[src/rtl/dac_write_sequencer_if.sv]
// Host write port and SPI controller handshake for dac_write_sequencer.
// The sequencer side uses the slave modport; the host/SPI side uses master.
interface dac_write_sequencer_if #(
    parameter int CH_BITS    = 2,
    parameter int DATA_WIDTH = 16
);
    logic                  wr_valid_in;
    logic [CH_BITS-1:0]    wr_ch_in;
    logic [DATA_WIDTH-1:0] wr_data_in;
    logic                  wr_ready_out;
    logic                  spi_trigger_out;
    logic [DATA_WIDTH+7:0] spi_data_out;
    logic                  spi_ready_in;

    modport master (
        output wr_valid_in, wr_ch_in, wr_data_in, spi_ready_in,
        input  wr_ready_out, spi_trigger_out, spi_data_out
    );

    modport slave (
        input  wr_valid_in, wr_ch_in, wr_data_in, spi_ready_in,
        output wr_ready_out, spi_trigger_out, spi_data_out
    );
endinterface

[src/rtl/dac_write_sequencer.sv]
// Shadow-register write sequencer feeding an SPI controller, lowest pending channel first.
// Define DAC_SEQ_LDAC_EN for write-only commands plus an ldac_n_out pulse after the queue drains.
module dac_write_sequencer #(
    parameter int         N_CH           = 4,
    parameter int         CH_BITS        = 2,
    parameter int         DATA_WIDTH     = 16,
    parameter logic [3:0] CMD_WRITE      = 4'h1,
    parameter logic [3:0] CMD_WRITE_UPD  = 4'h3,
    parameter int         TIMEOUT_CYCLES = 4096,
    parameter int         LDAC_CYCLES    = 4
) (
    input  logic                  clk_in,
    input  logic                  rst_n_in,
    dac_write_sequencer_if.slave  bus,
    output logic [N_CH-1:0]       pending_out,
    output logic                  busy_out,
    output logic                  err_range_out,
    output logic                  err_timeout_out,
    input  logic                  err_clr_in
`ifdef DAC_SEQ_LDAC_EN
    ,
    output logic                  ldac_n_out
`endif
);

`ifdef DAC_SEQ_LDAC_EN
    localparam bit LDAC_EN = 1'b1;
    typedef enum logic [2:0] {IDLE, TRIG, WAIT_BUSY, WAIT_DONE, LDAC} state_t;
`else
    localparam bit LDAC_EN = 1'b0;
    typedef enum logic [2:0] {IDLE, TRIG, WAIT_BUSY, WAIT_DONE} state_t;
`endif

    localparam logic [3:0]  CMD     = LDAC_EN ? CMD_WRITE : CMD_WRITE_UPD;
    localparam logic [12:0] TO_LAST = 13'(TIMEOUT_CYCLES - 1);

    if (N_CH < 1 || N_CH > 16 || N_CH > (1 << CH_BITS) ||
        TIMEOUT_CYCLES < 2 || TIMEOUT_CYCLES > 8192 || LDAC_CYCLES < 1) begin : g_param_check
        $error("dac_write_sequencer: illegal parameter combination");
    end

    state_t                state, state_nxt;
    logic                  wr_ready;
    logic [N_CH-1:0]       pending;
    logic [DATA_WIDTH-1:0] shadow [N_CH];
    logic [3:0]            sel;
    logic [DATA_WIDTH+7:0] spi_data;
    logic [12:0]           cnt;
    logic                  err_range, err_timeout;

    logic                  wr_acc, wr_bad;
    logic [N_CH-1:0]       wr_hit;
    logic [3:0]            first;
    logic [DATA_WIDTH-1:0] sh_first;
    logic                  load, clr_sel, retry, cnt_clr, timeout_hit;

    function automatic logic [3:0] lowest_set(input logic [N_CH-1:0] p);
        logic [3:0] r;
        r = '0;
        for (int i = N_CH - 1; i >= 0; i--) begin
            if (p[i]) r = 4'(i);
        end
        return r;
    endfunction

    assign wr_acc      = bus.wr_valid_in && wr_ready;
    assign wr_bad      = wr_acc && (int'(bus.wr_ch_in) >= N_CH);
    assign first       = lowest_set(pending);
    assign timeout_hit = (cnt == TO_LAST);

    always_comb begin
        wr_hit = '0;
        for (int i = 0; i < N_CH; i++) begin
            wr_hit[i] = wr_acc && (int'(bus.wr_ch_in) == i);
        end
    end

    always_comb begin
        sh_first = '0;
        for (int i = 0; i < N_CH; i++) begin
            if (int'(first) == i) sh_first = shadow[i];
        end
    end

    always_ff @(posedge clk_in or negedge rst_n_in) begin
        if (!rst_n_in) state <= IDLE;
        else           state <= state_nxt;
    end

    always_comb begin
        state_nxt = state;
        load      = 1'b0;
        clr_sel   = 1'b0;
        retry     = 1'b0;
        cnt_clr   = 1'b0;
        case (state)
            IDLE: begin
                // SPI not ready also covers the controller's power-up window
                if ((pending != '0) && bus.spi_ready_in) begin
                    load      = 1'b1;
                    state_nxt = TRIG;
                end
            end
            TRIG: begin
                clr_sel   = 1'b1;
                cnt_clr   = 1'b1;
                state_nxt = WAIT_BUSY;
            end
            WAIT_BUSY: begin
                if (!bus.spi_ready_in) begin
                    cnt_clr   = 1'b1;
                    state_nxt = WAIT_DONE;
                end else if (timeout_hit) begin
                    retry     = 1'b1;
                    state_nxt = IDLE;
                end
            end
            WAIT_DONE: begin
                if (bus.spi_ready_in) begin
                    cnt_clr = 1'b1;
`ifdef DAC_SEQ_LDAC_EN
                    state_nxt = (pending == '0) ? LDAC : IDLE;
`else
                    state_nxt = IDLE;
`endif
                end else if (timeout_hit) begin
                    retry     = 1'b1;
                    state_nxt = IDLE;
                end
            end
`ifdef DAC_SEQ_LDAC_EN
            LDAC: begin
                if (cnt == 13'(LDAC_CYCLES - 1)) state_nxt = IDLE;
            end
`endif
            default: state_nxt = IDLE;
        endcase
    end

    // Pending-bit priority: a host write beats both the TRIG clear and the timeout retry
    always_ff @(posedge clk_in or negedge rst_n_in) begin
        if (!rst_n_in) begin
            wr_ready    <= 1'b0;
            pending     <= '0;
            sel         <= '0;
            spi_data    <= '0;
            cnt         <= '0;
            err_range   <= 1'b0;
            err_timeout <= 1'b0;
            for (int i = 0; i < N_CH; i++) shadow[i] <= '0;
        end else begin
            wr_ready <= 1'b1;
            for (int i = 0; i < N_CH; i++) begin
                if (wr_hit[i]) begin
                    shadow[i]  <= bus.wr_data_in;
                    pending[i] <= 1'b1;
                end else if (retry && (int'(sel) == i)) begin
                    pending[i] <= 1'b1;
                end else if (clr_sel && (int'(sel) == i)) begin
                    pending[i] <= 1'b0;
                end
            end
            if (load) begin
                sel      <= first;
                spi_data <= {CMD, first, sh_first};
            end
            cnt <= cnt_clr ? 13'd0 : cnt + 13'd1;
            if (wr_bad)          err_range <= 1'b1;
            else if (err_clr_in) err_range <= 1'b0;
            if (retry)           err_timeout <= 1'b1;
            else if (err_clr_in) err_timeout <= 1'b0;
        end
    end

    assign bus.wr_ready_out    = wr_ready;
    assign bus.spi_trigger_out = (state == TRIG);
    assign bus.spi_data_out    = spi_data;
    assign pending_out         = pending;
    assign busy_out            = (pending != '0) || (state != IDLE);
    assign err_range_out       = err_range;
    assign err_timeout_out     = err_timeout;
`ifdef DAC_SEQ_LDAC_EN
    assign ldac_n_out          = (state != LDAC);
`endif

endmodule

[src/flat_wrapper.sv]
// flat-port wrapper written by rule: the top's interface ports become plain ports
module dac_write_sequencer_flat 
#(
    parameter int         N_CH           = 4,
    parameter int         CH_BITS        = 2,
    parameter int         DATA_WIDTH     = 16,
    parameter logic [3:0] CMD_WRITE      = 4'h1,
    parameter logic [3:0] CMD_WRITE_UPD  = 4'h3,
    parameter int         TIMEOUT_CYCLES = 4096,
    parameter int         LDAC_CYCLES    = 4
)
  (clk_in, rst_n_in, pending_out, busy_out, err_range_out, err_timeout_out, err_clr_in, bus_wr_valid_in, bus_wr_ch_in, bus_wr_data_in, bus_spi_ready_in, bus_wr_ready_out, bus_spi_trigger_out, bus_spi_data_out);
  dac_write_sequencer_if #(.CH_BITS(CH_BITS), .DATA_WIDTH(DATA_WIDTH)) bus_i ();
  input  logic clk_in;
  input  logic rst_n_in;
  output logic [N_CH-1:0] pending_out;
  output logic busy_out;
  output logic err_range_out;
  output logic err_timeout_out;
  input  logic err_clr_in;
  input wire logic [$bits(bus_i.wr_valid_in)-1:0] bus_wr_valid_in;
  input wire logic [$bits(bus_i.wr_ch_in)-1:0] bus_wr_ch_in;
  input wire logic [$bits(bus_i.wr_data_in)-1:0] bus_wr_data_in;
  input wire logic [$bits(bus_i.spi_ready_in)-1:0] bus_spi_ready_in;
  output wire logic [$bits(bus_i.wr_ready_out)-1:0] bus_wr_ready_out;
  output wire logic [$bits(bus_i.spi_trigger_out)-1:0] bus_spi_trigger_out;
  output wire logic [$bits(bus_i.spi_data_out)-1:0] bus_spi_data_out;
  assign bus_i.wr_valid_in = bus_wr_valid_in;
  assign bus_i.wr_ch_in = bus_wr_ch_in;
  assign bus_i.wr_data_in = bus_wr_data_in;
  assign bus_i.spi_ready_in = bus_spi_ready_in;
  assign bus_wr_ready_out = bus_i.wr_ready_out;
  assign bus_spi_trigger_out = bus_i.spi_trigger_out;
  assign bus_spi_data_out = bus_i.spi_data_out;
  dac_write_sequencer #(.N_CH(N_CH), .CH_BITS(CH_BITS), .DATA_WIDTH(DATA_WIDTH), .CMD_WRITE(CMD_WRITE), .CMD_WRITE_UPD(CMD_WRITE_UPD), .TIMEOUT_CYCLES(TIMEOUT_CYCLES), .LDAC_CYCLES(LDAC_CYCLES)) u_core (.clk_in(clk_in), .rst_n_in(rst_n_in), .bus(bus_i), .pending_out(pending_out), .busy_out(busy_out), .err_range_out(err_range_out), .err_timeout_out(err_timeout_out), .err_clr_in(err_clr_in));
endmodule
[config.mk]
export PLATFORM = sky130hd
export DESIGN_NAME = dac_write_sequencer_flat
export DESIGN_NICKNAME = d
export VERILOG_FILES = /design/src/rtl/dac_write_sequencer_if.sv /design/src/rtl/dac_write_sequencer.sv /design/src/flat_wrapper.sv
export SDC_FILE = /design/constraint.sdc
export NUM_CORES = 1
export LEC_CHECK = 0
export BUFFER_PORTS_ARGS = -buffer_cell sky130_fd_sc_hd__buf_2
export CELL_PAD_IN_SITES_DETAIL_PLACEMENT = 1
export CELL_PAD_IN_SITES_GLOBAL_PLACEMENT = 1
export CORE_ASPECT_RATIO = 0.75
export CORE_MARGIN = 4
export CORE_UTILIZATION = 40
export CTS_CLUSTER_SIZE = 24
export DETAILED_ROUTE_END_ITERATION = 10
export PLACE_DENSITY_LB_ADDON = 0.1
export SKIP_CTS_REPAIR_TIMING = 1
export SYNTH_ARGS = -nofsm -noshare
export SYNTH_HDL_FRONTEND = slang
export SYNTH_SLANG_ARGS = --single-unit
[constraint.sdc]
create_clock -name clk_in -period 4.1 [get_ports clk_in]
set_clock_uncertainty 0.05 [all_clocks]
set_input_delay 0.205 -clock clk_in [delete_from_list [all_inputs] [get_ports clk_in]]
set_output_delay 0.205 -clock clk_in [all_outputs]
set_load 0.01 [all_outputs]
==> metrics, run 1 <==
Layout Area Growth over Synthesis 12.9%; Synth top area share 0.558; Core Region 11,500 µm²; dominant cell by count in the synthesized netlist dfrtp_1; total power draw 0.00329 W; Fill cells 1,211; status finished with violations; RSZ-0062 raised after global routing false; H-tree Lvls 3; crit-path cells or4_4 > nand3_4 > mux2_2; CTS buffer count 9; final wirelength 10,900 µm; Worst Path Max Fanout 36; number of global-route vias before repair 3,288; Comb pwr share 0.267; pwr dens 619 nW/µm²; Worst-path clk slew 0.07 ns; Yosys reg bits 105; number of buffers and inverters on the critical path 0; Die Ht 102 µm; violated checks negative hold slack; Clock Tree Buf Depth 2; Place WS 1.82 ns; initial antenna violation count 0; final core occ 0.461; Buffers on Ports 50; VDD IR-drop max 0.234 mV; EDFF count, synth 0; slew at the pin closest to its max-slew limit 1.01 ns; Max Cap Violations 0; endpoints failing hold 72; dominant cell type by area after synthesis dfrtp_1; die area 13,600 µm²; Final min period 2.25 ns; yosys warns 0; routed length per instance 18.8 µm; Initial Util 0.408; Net Sw Power 0.00109 W; slowest cell on the critical path dfrtp_1; leakage dissipation 2.29 nW; Tot GR Track Use 0.171; first-pass GRT wire length 18,200 µm; Mapped Avg Cell Area 12.8 µm²; row count 34; FF/Latch Area 2630 µm²; Synth Instances 368; clock power share 0.266; arrival time at the worst endpoint 2.42 ns; crit path capture type register; f_max 445 MHz; I/O pin count 56; internal power 0.00220 W; post-DR vias/cell 5.21; max_slew headroom 0.326; CP top delay family simple AND/OR/NAND/NOR gates; share of cells above drive strength 1 0.373; largest cells by area after synthesis dfrtp_1 56%, mux2_2 16%, o31ai_1 5.1%; ant diodes 0; Switching Share 0.332; Synth cell types 43; CTS tree built; post-DP HPWL 7110 µm; Hold WS -0.0460 ns; root buffer cell clkbuf_16; largest net degree at the start of global routing 74; crit path launch type register; HP Class in -> async; Initial DRT Pass Iterations 4; gr ovfl total 0; Max Slew Vio Count 0; largest stage delay on the critical path 0.67 ns; Seq/Total Area, Yosys 0.558; Final Worst Setup Slack 1.85 ns; final worst-path cycle share 0.548; # nets final 437; Post-synth ARST share 1.00; sequential share of power 0.468; Final ANT Viol Nets 0; Die X 133 µm; multi-input logic area 1900 µm²; CP required 4.27 ns; synthesized cell area 4710 µm²; crit path kind reg -> reg; DRC errors left 0; clock net sink count 105; total negative setup slack 0 ns; synth cell count leaders 105 x dfrtp_1, 66 x mux2_2, 32 x o31ai_1, 24 x nand2_1, 21 x nor2_1; Setup-failing EPs final 0; Clock Latency Late Sink 0.34 ns; routed vias 3,023; Starting DRT DRC Count 115; Most used DFF post-synth dfrtp_1; RePlAce Congestion 0.733
## metal layers
metal	routed length, µm	track usage	up-vias
met5	0	0	-
met4	111	0.0451	0
met3	381	0.0384	10
met2	5000	0.271	46
met1	5400	0.243	1549
li1	-	-	1418
## metrics by stage
| step | area [µm²] | std cells |
|---|---|---|
| CTS | 5310 | 580 |
| global placement | 5010 | 564 |
| detailed placement | 5010 | 564 |
| global route | 5310 | 580 |
| floorplan | 4720 | 373 |
| finish | 5310 | 580 |
## cell type report
type | instances | area share
Clock inverter | 6 | 0.0122
Tap cell | 162 | 0.0382
Timing Repair Buffer | 51 | 0.0490
Clock buffer | 10 | 0.0450
Multi-Input combinational cell | 241 | 0.357
Sequential cell | 105 | 0.495
Inverter | 5 | 0.00353
## path summary, 6_finish.rpt
path	slack [ns]	end	startpoint	depth (start not counted)
max	1.85	u_core.bus.spi_data_out[16]	u_core.pending_out[0]	3
min	-0.05	u_core.cnt[6]	rst_n_in	1
max reg2reg	1.85	u_core.bus.spi_data_out[16]	u_core.pending_out[0]	3
min reg2reg	0.44	u_core.bus.spi_data_out[1]	u_core.bus.spi_data_out[1]	2
max in group asynchronous	3.06	u_core.bus.spi_data_out[12]	rst_n_in	2
min in group clk_in	0.01	u_core.err_timeout_out	err_clr_in	2
## sequential cells by signal, indices dropped and copies added (netlist names)
signal and flops:
u_core.shadow 64, u_core.bus.spi_data_out 19, u_core.cnt 13, u_core.pending_out 4, u_core.state 3, u_core.bus.wr_ready_out 1
u_core.err_timeout_out 1
## power by group through the flow
stage	Clock (W)	Sequential, W	Combinational, W
after floorplan	0	0.00152	0.000624
after detailed placement	0	0.00156	0.000893
after global placement	0	0.00155	0.000859
after CTS	0.000899	0.00154	0.000895
final	0.000874	0.00154	0.000877
after global routing	0.000952	0.00158	0.000985
## cells in the final DEF (no fill, tap or decap), types with 7 or more instances in the layout
cell type  instances
xnor2_1           11
o22ai_1           15
nor2_1            21
buf_2             49
conb_1             7
or3_1             11
o31ai_1           32
mux2_2            66
dfrtp_1          105
clkbuf_16          9
nand2_1           24
## kinds of logic (layout without fill, tap and decap cells)
kind of cell,after synthesis,in the layout,share of synthesized area
AND/OR/NAND/NOR,94,94,0.119
multiplexers,66,66,0.158
buffers and inverters,27,72,0.0423
XOR/XNOR,13,13,0.0242
adder cells (fa/ha/maj),1,1,0.00266
flip-flops,105,105,0.558
other,2,7,0.00160
AO/OA/AOI/OAI,60,60,0.0936
(Power assumes the default switching activity.)
==> inputs of run 2 (changes only) <==
clock period = 2 ns   (was 4.1 ns; I/O delays follow)
==> metrics, run 2 (synthesized netlist as in run 1, its figures left out) <==
status finished with violations; violated checks negative hold slack; Die Ht 102 µm (unchanged); row count 34 (unchanged); CP required 2.20 ns (-2.07 ns); Tot GR Track Use 0.178 (+0.00614); Worst Path Max Fanout 17 (-53%); most used cells in the layout excluding fill and tap cells 105 x dfrtp_1, 66 x mux2_2, 49 x buf_2; total power draw 0.00690 W (+110%); Initial DRT Pass Iterations 4 (unchanged); CTS buffer count 9 (unchanged); share of cells above drive strength 1 0.377 (+0.00377); Layout Area Growth over Synthesis 18.5%; Worst Setup EP u_core.bus.spi_data_out[5]; Area after DPL 5150 µm² (+2.8%); H-tree Lvls 3 (unchanged); I/O pin count 56 (unchanged); Setup-failing EPs final 0 (unchanged); Buffers on Ports 50 (unchanged); total negative setup slack 0 ns (unchanged); slew at the pin closest to its max-slew limit 0.831 ns (-0.177 ns); largest net degree at the start of global routing 43 (-42%); most common cell after layout, fill and taps aside dfrtp_1; clock net sink count 105 (unchanged); Starting DRT DRC Count 123 (+7.0%); RePlAce Congestion 0.715 (-2.5%); final worst-path cycle share 0.905 (+0.357); die area 13,600 µm² (unchanged); final wirelength 11,300 µm (+3.7%); Core Region 11,500 µm² (unchanged); crit path capture type register; critical path's most frequent cell o31ai_1; routed vias 3,146 (+4.1%); slowest cell on the critical path nor3_4; Hold WS -0.00921 ns (+0.0368 ns); crit path launch type register; fin cells 605 (+4.3%); leakage dissipation 2.42 nW (+5.5%); f_max 553 MHz (+24%); initial antenna violation count 0 (unchanged); crit path kind reg -> reg; root buffer cell clkbuf_16; HP Class in -> reg; crit-path cells nor2_1 > nor3_4 > o31ai_1 > o31ai_1; reg-to-reg setup timing slack 0.19 ns (-1.66 ns); Final ANT Viol Nets 0 (unchanged); Clock Tree Buf Depth 2 (unchanged); # nets final 462 (+5.7%); gr ovfl total 0 (unchanged); Critical Path Start u_core.pending_out[3]; CTS tree built; Worst-path clk slew 0.07 ns (about the same); pwr dens 1240 nW/µm² (+100%); Max Cap Violations 0 (unchanged); Max Slew Vio Count 0 (unchanged); Top reg by flops u_core.shadow; routed length per instance 18.7 µm (-0.63%); r2r startpoint u_core.pending_out[3]; Initial Util 0.408 (unchanged); arrival time at the worst endpoint 2.01 ns (-0.41 ns); ant diodes 0 (unchanged); Reg2Reg Depth 4 (+1); largest stage delay on the critical path 0.65 ns (-0.02 ns); DRC errors left 0 (unchanged); endpoints failing hold 9 (-88%); Hold Startpoint bus_wr_data_in[15]; max_slew headroom 0.444 (+0.119); RSZ-0062 raised after global routing false; Final min period 1.81 ns (-0.437 ns); VDD IR-drop max 0.545 mV (+130%); fin area 5580 µm² (+5.0%); max reg flops 64 (unchanged); Die X 133 µm (unchanged); Placed Cells 576 (+2.1%); post-DR vias/cell 5.20 (-0.23%); number of global-route vias before repair 3,450 (+4.9%); post-DP HPWL 7600 µm (+6.8%); Clock Latency Late Sink 0.35 ns (about the same); r2r endpoint u_core.bus.spi_data_out[5]; first-pass GRT wire length 18,500 µm (+1.7%)
==> run 2: cell count changes in the layout (fill, tap and decap cells not counted) <==
cell           before  now
dlygate4sd3_1       0   13
buf_12              0    4
buf_4               2   10
clkinv_4            1    3
clkinv_2            2    1
inv_6               1    0
clkbuf_1            0    1
clkbuf_8            1    0
==> run 2: cell type report <==
type / instances / area [µm²]
clock buffer: 10 / 229
clock inverter: 6 / 68.8
fill: 1223 / 5950
inverter: 5 / 18.8
multi-input combinational: 241 / 1900
sequential: 105 / 2630
tap: 162 / 203
timing repair buffer: 76 / 531
==> run 2: metrics by stage <==
step                 util  worst slack, ns
floorplan               -            0.357
global placement    0.446            0.239
detailed placement  0.446            0.165
CTS                 0.472            0.162
global route        0.484          0.00296
finish              0.484            0.190
==> run 2: critical path, delay by kind of cell, from the launching register on <==
family,cells,cell delay [ns]
and+or+nand+nor,2,0.76
DFF,1,0.46
AOI/OAI and AO/OA,2,0.44
==> run 2: routing by layer <==
metal | track usage | part of all wire | wire length, µm | vias up
met3 | 0.0379 | 0.032 | 357 | 12
met1 | 0.239 | 0.49 | 5580 | 1632
li1 | - | - | - | 1460
met2 | 0.297 | 0.46 | 5240 | 42
met4 | 0.0474 | 0.011 | 121 | 0
met5 | 0 | 0 | 0 | -
==> run 2: worst min path at each step <==
stage	endpoint	slack, ns	cells past startpoint
after global routing	u_core.shadow[1]	0.003	2
after global placement	u_core.cnt[3]	0.03	1
final	u_core.shadow[15]	-0.009	2
after CTS	u_core.cnt[3]	-0.34	1
after floorplan	u_core.bus.spi_data_out[0]	-0.25	0
after detailed placement	u_core.cnt[3]	0.04	1
==> run 2: where the power goes <==
group / internal [W] / switching [W] / leakage [nW] / total, W
clock: 0.000975 / 0.000782 / 0.143 / 0.00176
sequential: 0.00267 / 0.000426 / 1.28 / 0.00310
combinational: 0.000956 / 0.00108 / 0.994 / 0.00204
==> inputs of run 3 (changes only) <==
CORE_UTILIZATION = 43   (was 40)
==> metrics, run 3 (synthesized netlist as in run 1, its figures left out) <==
row count 32 (-5.9%); HP Class in -> reg; Core Region 10,500 µm² (-9.0%); Clock Tree Buf Depth 2 (unchanged); ant diodes 0 (unchanged); most used cells in the layout excluding fill and tap cells 105 x dfrtp_1, 66 x mux2_2, 49 x buf_2; Worst-path clk slew 0.07 ns (about the same); post-DR vias/cell 5.50 (+5.7%); initial antenna violation count 0 (unchanged); crit path launch type register; leakage dissipation 2.48 nW (+2.8%); die area 12,700 µm² (-6.5%); Critical Path Start u_core.pending_out[2]; H-tree Lvls 3 (unchanged); Buffers on Ports 50 (unchanged); largest net degree at the start of global routing 47 (+9.3%); Max Slew Vio Count 0 (unchanged); root buffer cell clkbuf_16; endpoints failing hold 0 (-9); clock net sink count 105 (unchanged); number of global-route vias before repair 3,271 (-5.2%); routed length per instance 19.1 µm (+2.2%); max_slew headroom 0.515 (+0.0705); Die X 129 µm (-3.3%); RePlAce Congestion 0.762 (+6.7%); Hold Startpoint bus_wr_data_in[0]; Fill cells 1,122 (-8.3%); gr ovfl total 0 (unchanged); Clock Latency Late Sink 0.35 ns (about the same); DRC errors left 0 (unchanged); Max Cap Violations 0 (unchanged); total negative setup slack 0 ns (unchanged); final core occ 0.541 (+0.0572); pwr dens 1290 nW/µm² (+4.6%); Die Ht 98.6 µm (-3.3%); I/O pin count 56 (unchanged); slew at the pin closest to its max-slew limit 0.725 ns (-0.106 ns); CP required 2.19 ns (about the same); max reg flops 64 (unchanged); Final min period 1.74 ns (-0.0717 ns); crit path capture type register; Initial DRT Pass Iterations 4 (unchanged); final wirelength 11,200 µm (-0.68%); Worst Path Max Fanout 13 (-4); first-pass GRT wire length 18,500 µm (-0.11%); CTS buffer count 9 (unchanged); Starting DRT DRC Count 168 (+37%); share of cells above drive strength 1 0.383 (+0.00577); Top reg by flops u_core.shadow; status finished, final reports clean; post-DP HPWL 7420 µm (-2.3%); crit path kind reg -> reg; final worst-path cycle share 0.869 (-0.0359); total power draw 0.00734 W (+6.4%); Tot GR Track Use 0.190 (+0.0120); most common cell after layout, fill and taps aside dfrtp_1; Setup-failing EPs final 0 (unchanged); # nets final 471 (+1.9%); routed vias 3,233 (+2.8%); CTS tree built; RSZ-0062 raised after global routing false; r2r startpoint u_core.pending_out[2]; Layout Area Growth over Synthesis 20.6%; arrival time at the worst endpoint 1.92 ns (-0.09 ns); VDD IR-drop max 0.611 mV (+12%); Final ANT Viol Nets 0 (unchanged); Initial Util 0.449 (+0.0404); f_max 575 MHz (+4.1%)
==> run 3: cell types whose count changed in the layout (fill, tap and decap cells not counted), sizes merged <==
cell | before | now
bufinv | 1 | 4
clkinv | 4 | 0
inv | 5 | 6
buf | 63 | 68
dlygate4sd3 | 13 | 17
==> run 3: final timing paths <==
path	to	slack [ns]	depth (start not counted)
max in group asynchronous	u_core.cnt[3]	1.05	3
max	u_core.bus.spi_data_out[17]	0.26	3
min in group asynchronous	u_core.shadow[1]	0.18	2
max reg2reg	u_core.bus.spi_data_out[17]	0.26	3
min	u_core.shadow[16]	0.01	2
min reg2reg	u_core.bus.spi_data_out[1]	0.43	2
==> run 3: through the flow <==
| step | cell area, µm² | hold WS [ns] | cells | setup WS, ns |
|---|---|---|---|---|
| floorplan | 4720 | -0.246 | 373 | 0.357 |
| global placement | 5130 | 0.0182 | 555 | 0.330 |
| detailed placement | 5130 | 0.0197 | 555 | 0.270 |
| CTS | 5500 | -0.360 | 571 | 0.259 |
| global route | 5670 | 0.0192 | 588 | 0.204 |
| finish | 5670 | 0.0112 | 588 | 0.262 |
==> run 3: area by class of cell <==
class,instances,area (µm²),area share
inverters,5,18.8,0.00331
multi-input cells,241,1900,0.335
repair buffers,85,583,0.103
flip-flops and latches,105,2630,0.463
clock inverters,6,136,0.0240
well taps,136,170,0.0300
clock buffers,10,239,0.0421
==> run 3: where the power goes <==
group | internal [W] | switching, W
combinational | 0.000966 | 0.00109
sequential | 0.00267 | 0.000418
clock | 0.00139 | 0.000800
==> run 3: layer usage <==
| metal | GRT usage | part of all wire |
|---|---|---|
| met4 | 0.0468 | 0.0096 |
| met1 | 0.275 | 0.49 |
| met2 | 0.283 | 0.46 |
| met5 | 0 | 0 |
| met3 | 0.0525 | 0.038 |
==> run 3: worst max-delay path: stages (launching register included) <==
cell     delay, ns
dfrtp_1       0.45
or4_4         0.55
nand3_4       0.21
mux2_2        0.36
